### src/rtl/window_gen_l1.sv
// 3x3 sliding-window generator fed by a pixel stream and two external row delay lines.
// Optional macro WINDOW_STRIDE2_EN restricts valid windows to even (r-2, c-2) positions.
module window_gen_l1 #(
  parameter int IMG_WIDTH  = 28,
  parameter int IMG_HEIGHT = 28,
  parameter int DATA_W     = 16
) (
  input  logic                  clk,
  input  logic                  rst_n,
  input  logic                  in_valid,
  input  logic [DATA_W-1:0]     pix_in,
  input  logic [DATA_W-1:0]     row1_in,
  input  logic [DATA_W-1:0]     row2_in,
  input  logic                  err_clr,
  output logic                  out_valid,
  output logic [9*DATA_W-1:0]   win_out,
  output logic                  frame_done,
  output logic                  err
);

  localparam int CW = (IMG_WIDTH  > 1) ? $clog2(IMG_WIDTH)  : 1;
  localparam int RW = (IMG_HEIGHT > 1) ? $clog2(IMG_HEIGHT) : 1;
  localparam logic [CW-1:0] COL_LAST = CW'(IMG_WIDTH - 1);
  localparam logic [RW-1:0] ROW_LAST = RW'(IMG_HEIGHT - 1);
  localparam logic [CW-1:0] COL_TWO  = CW'(2);
  localparam logic [RW-1:0] ROW_TWO  = RW'(2);

  typedef enum logic [1:0] {
    IDLE   = 2'd0,
    FILL   = 2'd1,
    STREAM = 2'd2,
    ERR    = 2'd3
  } state_t;

  state_t                state_r;
  logic [CW-1:0]         col_r;
  logic [RW-1:0]         row_r;
  logic [9*DATA_W-1:0]   win_r;
  logic                  out_valid_r;
  logic                  frame_done_r;
  logic                  err_r;

  logic                  accept_s;
  logic                  last_s;
  logic                  win_ok_s;
  logic [9*DATA_W-1:0]   win_nxt_s;

  // Acceptance, end-of-frame and window-validity decode for the pixel at (row_r, col_r)
  always_comb begin
    accept_s = 1'b0;
    case (state_r)
      IDLE, FILL, STREAM: accept_s = in_valid;
      default:            accept_s = 1'b0;
    endcase
    last_s = (col_r == COL_LAST) && (row_r == ROW_LAST);
`ifdef WINDOW_STRIDE2_EN
    // (r-2) and (c-2) even is the same as r and c even
    win_ok_s = (row_r >= ROW_TWO) && (col_r >= COL_TWO) && !row_r[0] && !col_r[0];
`else
    win_ok_s = (row_r >= ROW_TWO) && (col_r >= COL_TWO);
`endif
  end

  // Next window: shift columns left, new right column is {r-2, r-1, r} at column c
  always_comb begin
    win_nxt_s = win_r;
    for (int i = 0; i < 3; i++) begin
      win_nxt_s[(3*i+0)*DATA_W +: DATA_W] = win_r[(3*i+1)*DATA_W +: DATA_W];
      win_nxt_s[(3*i+1)*DATA_W +: DATA_W] = win_r[(3*i+2)*DATA_W +: DATA_W];
    end
    win_nxt_s[2*DATA_W +: DATA_W] = row2_in;
    win_nxt_s[5*DATA_W +: DATA_W] = row1_in;
    win_nxt_s[8*DATA_W +: DATA_W] = pix_in;
  end

  // Control FSM, position counters, window register and registered status outputs
  always_ff @(posedge clk or negedge rst_n) begin
    if (!rst_n) begin
      state_r      <= IDLE;
      col_r        <= '0;
      row_r        <= '0;
      win_r        <= '0;
      out_valid_r  <= 1'b0;
      frame_done_r <= 1'b0;
      err_r        <= 1'b0;
    end else begin
      out_valid_r  <= accept_s && win_ok_s;
      frame_done_r <= accept_s && last_s;
      if (accept_s) begin
        win_r <= win_nxt_s;
        if (last_s) begin
          col_r   <= '0;
          row_r   <= '0;
          state_r <= IDLE;
        end else begin
          if (col_r == COL_LAST) begin
            col_r <= '0;
            row_r <= row_r + RW'(1);
          end else begin
            col_r <= col_r + CW'(1);
          end
          case (state_r)
            IDLE:    state_r <= FILL;
            FILL:    state_r <= ((row_r == ROW_TWO) && (col_r == COL_TWO)) ? STREAM : FILL;
            default: state_r <= state_r;
          endcase
        end
      end else begin
        case (state_r)
          FILL, STREAM: begin
            state_r <= ERR;
            err_r   <= 1'b1;
          end
          ERR: begin
            // err_clr wins over in_valid; the pixel offered this cycle is dropped
            if (err_clr) begin
              state_r <= IDLE;
              col_r   <= '0;
              row_r   <= '0;
              err_r   <= 1'b0;
            end else begin
              state_r <= ERR;
            end
          end
          default: state_r <= state_r;
        endcase
      end
    end
  end

  assign out_valid  = out_valid_r;
  assign win_out    = win_r;
  assign frame_done = frame_done_r;
  assign err        = err_r;

endmodule

### config.mk
export PLATFORM = sky130hd
export DESIGN_NAME = window_gen_l1
export DESIGN_NICKNAME = d
export VERILOG_FILES = /design/src/rtl/window_gen_l1.sv
export SDC_FILE = /design/constraint.sdc
export NUM_CORES = 1
export LEC_CHECK = 0
export ABC_AREA = 1
export CAP_MARGIN = 0
export CORE_ASPECT_RATIO = 1.1
export CORE_MARGIN = 1
export CORE_UTILIZATION = 50
export CTS_CLUSTER_SIZE = 28
export DETAILED_ROUTE_END_ITERATION = 8
export PLACE_DENSITY = 0.84
export SKIP_LAST_GASP = 1
export SLEW_MARGIN = 10
export SYNTH_ARGS = -nofsm -noshare
export SYNTH_HDL_FRONTEND = slang
export SYNTH_SLANG_ARGS = --single-unit
export TNS_END_PERCENT = 10
### constraint.sdc
create_clock -name clk -period 3.9 [get_ports clk]
set_clock_uncertainty 0.2 [all_clocks]
set_input_delay 1.17 -clock clk [delete_from_list [all_inputs] [get_ports clk]]
set_output_delay 1.17 -clock clk [all_outputs]
set_load 0.05 [all_outputs]
==> run summary, run 1 <==
status = finished, final reports clean
top cells by area, synth = dfrtp_1 63%, nand2_1 16%, o21ai_0 7.3%, inv_1 3.9%, ha_1 1.8%
Stages on worst setup path = 1
post-route setup TNS = 0 ns
CP endpoint kind = output port
number of routed nets with antenna violations = 0
Initial Utilization = 51.6%
Most used DFF post-synth = dfrtp_1
CTS Root Cell = clkbuf_16
Post-Syn Instances = 675
fmax = 331 MHz
CP startpoint kind = register
fin area = 0.00890 mm2
Mapped Area = 0.00627 mm2
CTS Sinks = 159
Resize count post-CTS = 0
number of synthesized flops with an enable pin = 0
Max Cap Viol = 0
share of flip-flops with an asynchronous set or reset = 100%
WS Path Type = reg -> out
cell depth of the worst hold path = 2
DRT iter0 DRCs = 332
critical path's top delay family = buffers and inverters
worst endpoint required time = 2.53 ns
commonest cells in the netlist = 266 x nand2_1, 159 x dfrtp_1, 92 x o21ai_0, 65 x inv_1, 17 x buf_2
fin crit period = 3.02 ns
number of global-route vias before repair = 5211
routed vias/inst = 5.07
Post-Route WL = 15200 um
Die Ht = 119 um
maximum clock path buffer count = 2
Avg Synthesized Cell Area = 9.29 um2
CP max FO = 3
Final nets = 926
placed wire-length estimate = 10300 um
CP max stage delay = 0.85 ns
# hold bufs at CTS = 0
Critical Path AT = 1.65 ns
die area = 0.0130 mm2
Ys Warns = 0
clock slew at reported path FFs = 0.07 ns
RSZ-0062 raised after global routing = no
post-CTS setup buffers = 0
count leader, synth = nand2_1
IO Pins = 199
antenna cells = 0
fin util = 73.4%
Setup Viol. Count Final = 0
H-tree Lvls = 4
largest net degree at the start of global routing = 156
Tightest Hold Check Type = reg -> reg
initial antenna violation count = 0
register area share after synthesis = 63.5%
placed cell area = 0.00834 mm2
worst setup slack after layout = 0.877 ns
endpoints failing hold = 0
flops & latches, synth = 159
Die W = 109 um
Site Rows = 42
vias post-DR = 5235
Yosys top cell area share = 63.5%
clk_lat worst skew = 0.42 ns
area leader, netlist = dfrtp_1
DP Worst Slack = 0.730 ns
measured slew at the worst slew-check pin = 0.718 ns
TritonCTS clock tree = done
number of distinct library cells after synthesis = 24
Tcrit/Tclk final = 77.5%
CORE AREA = 0.0121 mm2
Area Growth Syn to Fin = 42.1%
total grt overflow = 0
Fill cells = 868
RD Place Congestion = 0.815
gr usage total = 24.7%
synthesized net count = 736
total CTS buffers = 17
layout cells sized above 1 = 5.13%
port bufs = 198
reg2reg path depth = 8
Max Slew Vio Count = 0
DRC violations left = 0
worst-path cell chain = clkdlybuf4s50_1
slowest stage cell on the critical path = clkdlybuf4s50_1
1st-pass router iterations = 6
global-route wire length before repair = 24900 um
max_slew headroom = 52.2%
Routed WL per cell = 14.7 um
Critical path buffers and inverters = 1
==> worst min-delay path, stage by stage (launching register included) <==
cell and delay [ns]:
dfrtp_1 0.34, nand2_1 0.05, nand2_1 0.05
==> per-stage QoR <==
step	hold WS, ns	std cells
6_report	0.273	1032
5_1_grt	0.302	1032
4_1_cts	0.276	1032
3_5_place_dp	0.258	1000
3_3_place_gp	0.252	1000
2_1_floorplan	0.293	675
==> metal layers <==
metal	up-vias	GRT usage, %	part of all wire [%]
met5	-	0	0
met4	0	11.1	3.3
met3	31	7.39	7.0
met2	194	41.6	51
met1	2538	28.8	39
li1	2472	-	-
==> placed cells by master, fill, tap and decap left out <==
cell type        count
a21oi_1              2
buf_12               3
buf_4                3
buf_6                1
bufinv_16            1
clkbuf_1             1
clkbuf_16           17
clkbuf_8             2
clkdlybuf4s50_1    197
clkinv_2             2
clkinv_4             3
clkinvlp_4           5
dfrtp_1            159
ha_1                 9
inv_1               65
inv_2                1
inv_4                1
inv_6                1
nand2_1            266
nand2_2              2
nand3_1              8
nand4_1              1
nor2_1              10
nor2_2               1
nor2_4               1
nor3_1               3
nor4_1               2
o21ai_0             92
o21ai_1             11
o21ai_2              1
o22ai_1              2
o32a_1               1
xor2_1               4
==> final timing paths <==
kind / startpoint / end / slack [ns]
worst max-delay path: win_out[114]$_DFFE_PN0P_ / win_out[114] / 0.88
worst min-delay path: win_out[15]$_DFFE_PN0P_ / win_out[15]$_DFFE_PN0P_ / 0.27
worst max register to register: state_r[0]$_DFFE_PN0P_ / row_r[3]$_DFFE_PN0P_ / 1.68
worst min register to register: win_out[15]$_DFFE_PN0P_ / win_out[15]$_DFFE_PN0P_ / 0.27
max in group asynchronous: rst_n / win_out[138]$_DFFE_PN0P_ / 2.09
min in group asynchronous: rst_n / win_out[8]$_DFFE_PN0P_ / 0.57
==> flip-flops by register name (all words and copies together) (netlist names) <==
| register | count |
|---|---|
| win_out | 144 |
| err | 1 |
| state_r | 2 |
| row_r | 5 |
| frame_done | 1 |
| col_r | 5 |
| out_valid | 1 |
==> cell type report <==
type                    instances  area (um2)  area share [%]
flip-flops and latches        159        3980            44.7
repair buffers                204        2070            23.2
multi-input cells             416        1840            20.7
clock buffers                  20         457            5.13
inverters                      67         254            2.85
well taps                     154         193            2.16
clock inverters                12         113            1.26
==> cells by family (layout without fill, tap and decap cells) <==
logic type	after synthesis	after routing	share of synthesized area [%]
and+or+nand+nor	294	294	18.2
adders and majority gates	9	9	1.80
xor gates and xnor gates	4	4	0.559
buffers and inverters	100	303	7.11
DFF	159	159	63.5
AOI/OAI and AO/OA	109	109	8.88
Power of run 1 is left out: the tool's default activity adds up to more than one toggle a clock period on the data nets, which glitch-free logic cannot reach.
==> inputs of run 2 (changes only) <==
--- a/config.mk
+++ b/config.mk
@@ -9,10 +9,10 @@
 export CAP_MARGIN = 0
 export CORE_ASPECT_RATIO = 1.1
 export CORE_MARGIN = 1
-export CORE_UTILIZATION = 50
+export CORE_UTILIZATION = 42
 export CTS_CLUSTER_SIZE = 28
 export DETAILED_ROUTE_END_ITERATION = 8
-export PLACE_DENSITY = 0.84
+export PLACE_DENSITY = 0.75
 export SKIP_LAST_GASP = 1
 export SLEW_MARGIN = 10
 export SYNTH_ARGS = -nofsm -noshare
==> constraint.sdc (replaced) <==
create_clock -name clk -period 2.6 [get_ports clk]
set_clock_uncertainty 0.2 [all_clocks]
set_input_delay 0.78 -clock clk [delete_from_list [all_inputs] [get_ports clk]]
set_output_delay 0.78 -clock clk [all_outputs]
set_load 0.05 [all_outputs]
==> run summary, run 2 (synthesis results as in run 1) <==
status = finished with violations
failing checks = setup timing
Stages on worst setup path = 1
CP endpoint kind = output port
number of routed nets with antenna violations = 0
worst-path cell chain = clkdlybuf4s50_1
CP max FO = 3
Resize count post-CTS = 3
post-route setup TNS = -0.00205 ns
placed cell area = 0.00843 mm2
Setup Viol. Count Final = 1
RD Place Congestion = 0.774
post-CTS setup buffers = 0
slowest stage cell on the critical path = clkdlybuf4s50_1
DRT iter0 DRCs = 290
critical path's top delay family = buffers and inverters
placed wire-length estimate = 9690 um
fin crit period = 2.60 ns
worst endpoint required time = 1.62 ns
vias post-DR = 4938
Initial Utilization = 43.2%
Routed WL per cell = 13.4 um
RSZ-0062 raised after global routing = yes
measured slew at the worst slew-check pin = 0.545 ns
layout cells sized above 1 = 6.13%
WS Path Type = reg -> out
TritonCTS clock tree = done
CORE AREA = 0.0145 mm2
Die W = 118 um
worst setup slack after layout = -0.00205 ns
port bufs = 198
fin area = 0.00909 mm2
CP max stage delay = 0.82 ns
CP startpoint kind = register
largest net degree at the start of global routing = 95
# hold bufs at CTS = 0
total grt overflow = 0
max reg flops = 144
Fill cells = 1222
reg2reg path depth = 7
Tcrit/Tclk final = 100%
Site Rows = 46
global-route wire length before repair = 23600 um
clk_lat worst skew = 0.41 ns
leading cell types in the layout, fill and taps excluded = 266 x nand2_1, 180 x clkdlybuf4s50_1, 159 x dfrtp_1
max_slew headroom = 63.6%
Max Slew Vio Count = 0
Critical Path AT = 1.62 ns
Final nets = 929
number of global-route vias before repair = 4749
total CTS buffers = 17
1st-pass router iterations = 4
Critical path buffers and inverters = 1
Die Ht = 130 um
routed vias/inst = 4.60
Tightest Hold Check Type = in -> async
die area = 0.0154 mm2
Max Cap Viol = 0
DP Worst Slack = 0.136 ns
antenna cells = 0
initial antenna violation count = 0
gr usage total = 19.4%
H-tree Lvls = 4
most common cell after layout, fill and taps aside = nand2_1
CTS Root Cell = clkbuf_16
maximum clock path buffer count = 2
fmax = 384 MHz
clock slew at reported path FFs = 0.06 ns
CTS Sinks = 159
Post-Route WL = 14400 um
endpoints failing hold = 0
DRC violations left = 0
Area Growth Syn to Fin = 45.0%
IO Pins = 199
fin util = 62.7%
run 2: worst paths after layout:
kind                                         start                       end  slack, ns
max reg2reg                 state_r[0]$_DFFE_PN0P_      col_r[4]$_DFFE_PN0P_       0.74
max                        win_out[23]$_DFFE_PN0P_               win_out[23]     -0.002
min                                          rst_n   win_out[63]$_DFFE_PN0P_       0.05
min in group clk           win_out[50]$_DFFE_PN0P_   win_out[50]$_DFFE_PN0P_       0.27
max in group asynchronous                    rst_n  win_out[117]$_DFFE_PN0P_       1.53
min reg2reg                win_out[50]$_DFFE_PN0P_   win_out[50]$_DFFE_PN0P_       0.27
run 2: layout make-up:
type | count | area (um2) | share of cell area (%)
clock buffers | 19 | 453 | 4.98
clock inverters | 13 | 186 | 2.05
repair buffers | 207 | 2130 | 23.5
flip-flops and latches | 159 | 3980 | 43.8
well taps | 192 | 240 | 2.64
inverters | 67 | 254 | 2.79
multi-input cells | 416 | 1840 | 20.3
run 2: per-stage QoR:
step / std cells / hold WS (ns)
floorplan: 675 / 0.284
global placement: 1041 / 0.253
detailed placement: 1041 / 0.257
CTS: 1073 / 0.0515
global route: 1073 / 0.0609
finish: 1073 / 0.0515
run 2: per-layer routing:
layer  vias to the layer above  wire (um)  global-route usage, %
met3                        24        841                   5.42
li1                       2486          -                      -
met5                         -          0                      0
met1                      2273       6390                   25.4
met2                       155       6840                   30.7
met4                         0        320                   8.12
Power of run 2 is left out for the same reason.
==> inputs of run 3 (changes only) <==
--- a/config.mk
+++ b/config.mk
@@ -8,11 +8,11 @@
 export ABC_AREA = 1
 export CAP_MARGIN = 0
 export CORE_ASPECT_RATIO = 1.1
-export CORE_MARGIN = 1
-export CORE_UTILIZATION = 42
+export CORE_UTILIZATION = 56
 export CTS_CLUSTER_SIZE = 28
 export DETAILED_ROUTE_END_ITERATION = 8
-export PLACE_DENSITY = 0.75
+export DONT_BUFFER_PORTS = 1
+export PLACE_DENSITY = 0.73
 export SKIP_LAST_GASP = 1
 export SLEW_MARGIN = 10
 export SYNTH_ARGS = -nofsm -noshare
==> run summary, run 3 (synthesis results as in run 1) <==
status = finished with violations
failing checks = hold timing
leading cell types in the layout, fill and taps excluded = 266 x nand2_1, 159 x dfrtp_1, 92 x o21ai_0
total CTS buffers = 17
placed wire-length estimate = 8210 um
number of global-route vias before repair = 4119
clk_lat worst skew = 0.41 ns
global-route wire length before repair = 19600 um
worst endpoint required time = 1.62 ns
Initial Utilization = 57.5%
maximum clock path buffer count = 2
port bufs = 0
post-route setup TNS = 0 ns
Max Slew Vio Count = 0
H-tree Lvls = 4
measured slew at the worst slew-check pin = 0.557 ns
DRC violations left = 0
Tightest Hold Check Type = in -> async
Die Ht = 113 um
DRT iter0 DRCs = 310
number of routed nets with antenna violations = 0
Most Used Layer, Global Route = met2
Site Rows = 40
initial antenna violation count = 1
max_slew headroom = 62.8%
CP startpoint kind = register
CP max FO = 2
total grt overflow = 0
fin crit period = 2.08 ns
Setup Viol. Count Final = 0
vias post-DR = 4289
RSZ-0062 raised after global routing = no
max reg flops = 144
Resize count post-CTS = 0
WS Path Type = reg -> out
CORE AREA = 0.0109 mm2
layout cells sized above 1 = 5.77%
Final nets = 726
most common cell after layout, fill and taps aside = nand2_1
largest net degree at the start of global routing = 160
Post-Route WL = 12500 um
gr usage total = 22.1%
TritonCTS clock tree = done
CTS Sinks = 159
die area = 0.0116 mm2
post-CTS setup buffers = 0
met1 GRT Util = 26.1%
CTS Root Cell = clkbuf_16
flop-to-flop setup slack = 0.54 ns
Stages on worst setup path = 0
Routed WL per cell = 15.1 um
Die W = 103 um
Area Growth Syn to Fin = 9.50%
1st-pass router iterations = 5
endpoints failing hold = 159
antenna cells = 0
GR Layer Usage met3 = 10.3%
clock slew at reported path FFs = 0.06 ns
fmax = 481 MHz
routed vias/inst = 5.21
Fill cells = 947
CP endpoint kind = output port
RD Place Congestion = 0.793
Max Cap Viol = 0
routing usage on met2 = 34.6%
reg2reg path depth = 9
Tcrit/Tclk final = 80.0%
final hold slack = -0.135 ns
Critical Path AT = 1.10 ns
IO Pins = 199
==> run 3: final timing paths <==
| kind | start | endpoint |
|---|---|---|
| min | rst_n | win_out[82]$_DFFE_PN0P_ |
| max reg2reg | state_r[0]$_DFFE_PN0P_ | state_r[1]$_DFFE_PN0P_ |
| max in group asynchronous | rst_n | win_out[111]$_DFFE_PN0P_ |
| min reg2reg | state_r[1]$_DFFE_PN0P_ | state_r[1]$_DFFE_PN0P_ |
| min in group clk | row1_in[0] | win_out[80]$_DFFE_PN0P_ |
| max | win_out[48]$_DFFE_PN0P_ | win_out[48] |
==> run 3: through the flow <==
step                util (%)  setup slack, ns  std cells  hold WS [ns]  cell area, um2
finish                  62.9            0.520        823        -0.135            6860
global route            62.9            0.372        823        -0.160            6860
CTS                     62.9            0.504        823        -0.155            6860
detailed placement      57.9            0.365        793         0.287            6320
global placement        57.9            0.444        793         0.287            6320
floorplan                  -            0.832        675         0.284            6270
==> run 3: metal layers <==
layer  up-vias  routed length [um]
li1       2072                   -
met2       183                5820
met1      2014                5000
met3        18                1420
met5         -                  12
met4         2                 208
==> run 3: layout make-up <==
type                    instances  area (um2)  share of cell area [%]
repair buffers                  4        55.1                   0.802
clock buffers                  21         460                    6.71
multi-input cells             416        1840                    26.9
inverters                      67         254                    3.70
well taps                     147         184                    2.68
clock inverters                 9        87.6                    1.28
flip-flops and latches        159        3980                    58.0
Power of run 3 is left out for the same reason.
==> RTL change, RTL diff (settings of run 2) <==
`IMG_HEIGHT`: 28 -> 56.
--- a/src/rtl/window_gen_l1.sv
+++ b/src/rtl/window_gen_l1.sv
@@ -4,3 +4,3 @@
   parameter int IMG_WIDTH  = 28,
-  parameter int IMG_HEIGHT = 28,
+  parameter int IMG_HEIGHT = 56,
   parameter int DATA_W     = 16
Formal check against the unedited RTL: no difference found for any inputs over 4 cycles, from zero or initial values and one cycle with rst_n low; that may be too few to reach the edited logic, so the function may still have changed.
==> RTL change against run 2 <==
- the run still ends with negative setup slack left
- highest routed layer unchanged
- global-route usage is 0.49 points higher
- wire length up 3.0%
- synthesized area up 0.60%
- critical path type unchanged
- final area increased by 1.0%
- worst hold slack gained 58 ps
- worst setup slack lost 0.68 ps
- via count rose by 3.6%
- sequential cell count is 1 higher
Power is left out: the tool's default activity adds up to more than one toggle a clock period on the data nets, which glitch-free logic cannot reach.
==> RTL change: results (changes against run 2) <==
stage,metric,value,unit,change
layout,clock_area_frac,0.0695,,-0.000865
layout,multi_input_area,0.00189,sq mm,+2.6%
routing,dr_total_vias,5115,,+3.6%
layout,syn_to_final_growth,45.6,%,
critical_path,reg2reg_slack,690,ps,-50 ps
sta,setup_viol,2,,+1
layout,nets,947,,+1.9%
layout,final_layout_size_suffix_gt1_frac,0.0601,,-0.00123
layout,finalNonFillerCells,1091,,+1.7%
routing,drt_iter0_markers,355,,+22%
global_routing,grtUsageMet1,0.250,,-0.00323
layout,n_sequential_cell,160,,+0.63%
sta,tns,-3.45,ps,-1.40 ps
layout,fillers,1215,,-0.57%
global_routing,grt_max_degree,97,,+2.1%
routing,dr.pass1.iters,4,,unchanged
critical_path,reg2reg_to,row_r[4],,
yosys,avgSynthCellArea,9.15,sq um,-1.4%
yosys,synthAdderAreaFrac,0.0179,,-0.000107
yosys,synth_xor_area_frac,0.00139,,-0.00420
sta,relSlewSlack,0.621,,-0.0147
layout,n_multi_input_combinational_cell,431,,+3.6%
global_routing,met2_usage,0.321,,+0.0140
layout,largest_reg_flops,144,,unchanged
critical_path,crit_start,win_out[76],,
placed_design,dpl.hpwl,10100,microns,+3.9%
layout,final-nonclk-buf-share,0.235,,+0.000569
placed_design,place.gp.congestion,0.866,,+12%
yosys,synth_compound_area_frac,0.0942,,+0.00542
layout,seq_area,0.00400,sq mm,+0.63%
global_routing,first_global_vias,4869,,+2.5%
sta,finalWorstSetupSlack,-2.73,ps,-0.683 ps
layout,inv_count,66,,-1.5%
global_routing,antenna_found_initial,0,,unchanged
global_routing,grt_util_all_layers,0.199,,+0.00494
run_status,outcome,finished with violations,,
layout,clkbuf_count,22,,+3
layout,non_clock_buffer_count,210,,+1.4%
global_routing,grt_first_pass_wirelength,24200,microns,+2.4%
placed_design,dpl-instance-area,0.00853,sq mm,+1.1%
global_routing,met3_usage,0.0486,,-0.00558
routing,wl,14800,microns,+3.0%
critical_path,cp-endpoint,win_out[76],,
yosys,synth_area_leaders,"dfrtp_1 63%, nand2_1 16%, o21ai_0 8.3%",,
yosys,synthTopCellsByCount,"272 x nand2_1, 160 x dfrtp_1, 104 x o21ai_0",,
yosys,syn_nets,750,,+1.9%
yosys,seq_area_frac_synth,0.635,,about the same
run_status,violations,negative setup slack,,
-- RTL change: cell families (layout without fill, tap and decap cells) --
group                      count (synthesis)  in the layout
and+or+nand+nor                          304            304
DFF                                      160            160
AOI/OAI and AO/OA                        117            117
buffers and inverters                     98            308
adders and majority gates                  9              9
xor gates and xnor gates                   1              1
-- RTL change: stage by stage --
stage                     hold slack, ps  setup WS, ps
after global routing                 140         -47.4
after global placement               253           162
after CTS                            120         -26.8
final                                109         -2.73
after detailed placement             258           115
after floorplan                      284           730
-- RTL change: what timing repair did --
item	4_1_cts	5_1_grt
resized for setup	3	9
gates cloned	0	0
endpoints found under the setup margin	33	98
-- RTL change: routing by layer --
metal  up-vias  part of all wire
li1       2541                 -
met2       142              0.48
met1      2400              0.43
met3        32             0.050
met5         -                 0
met4         0             0.031
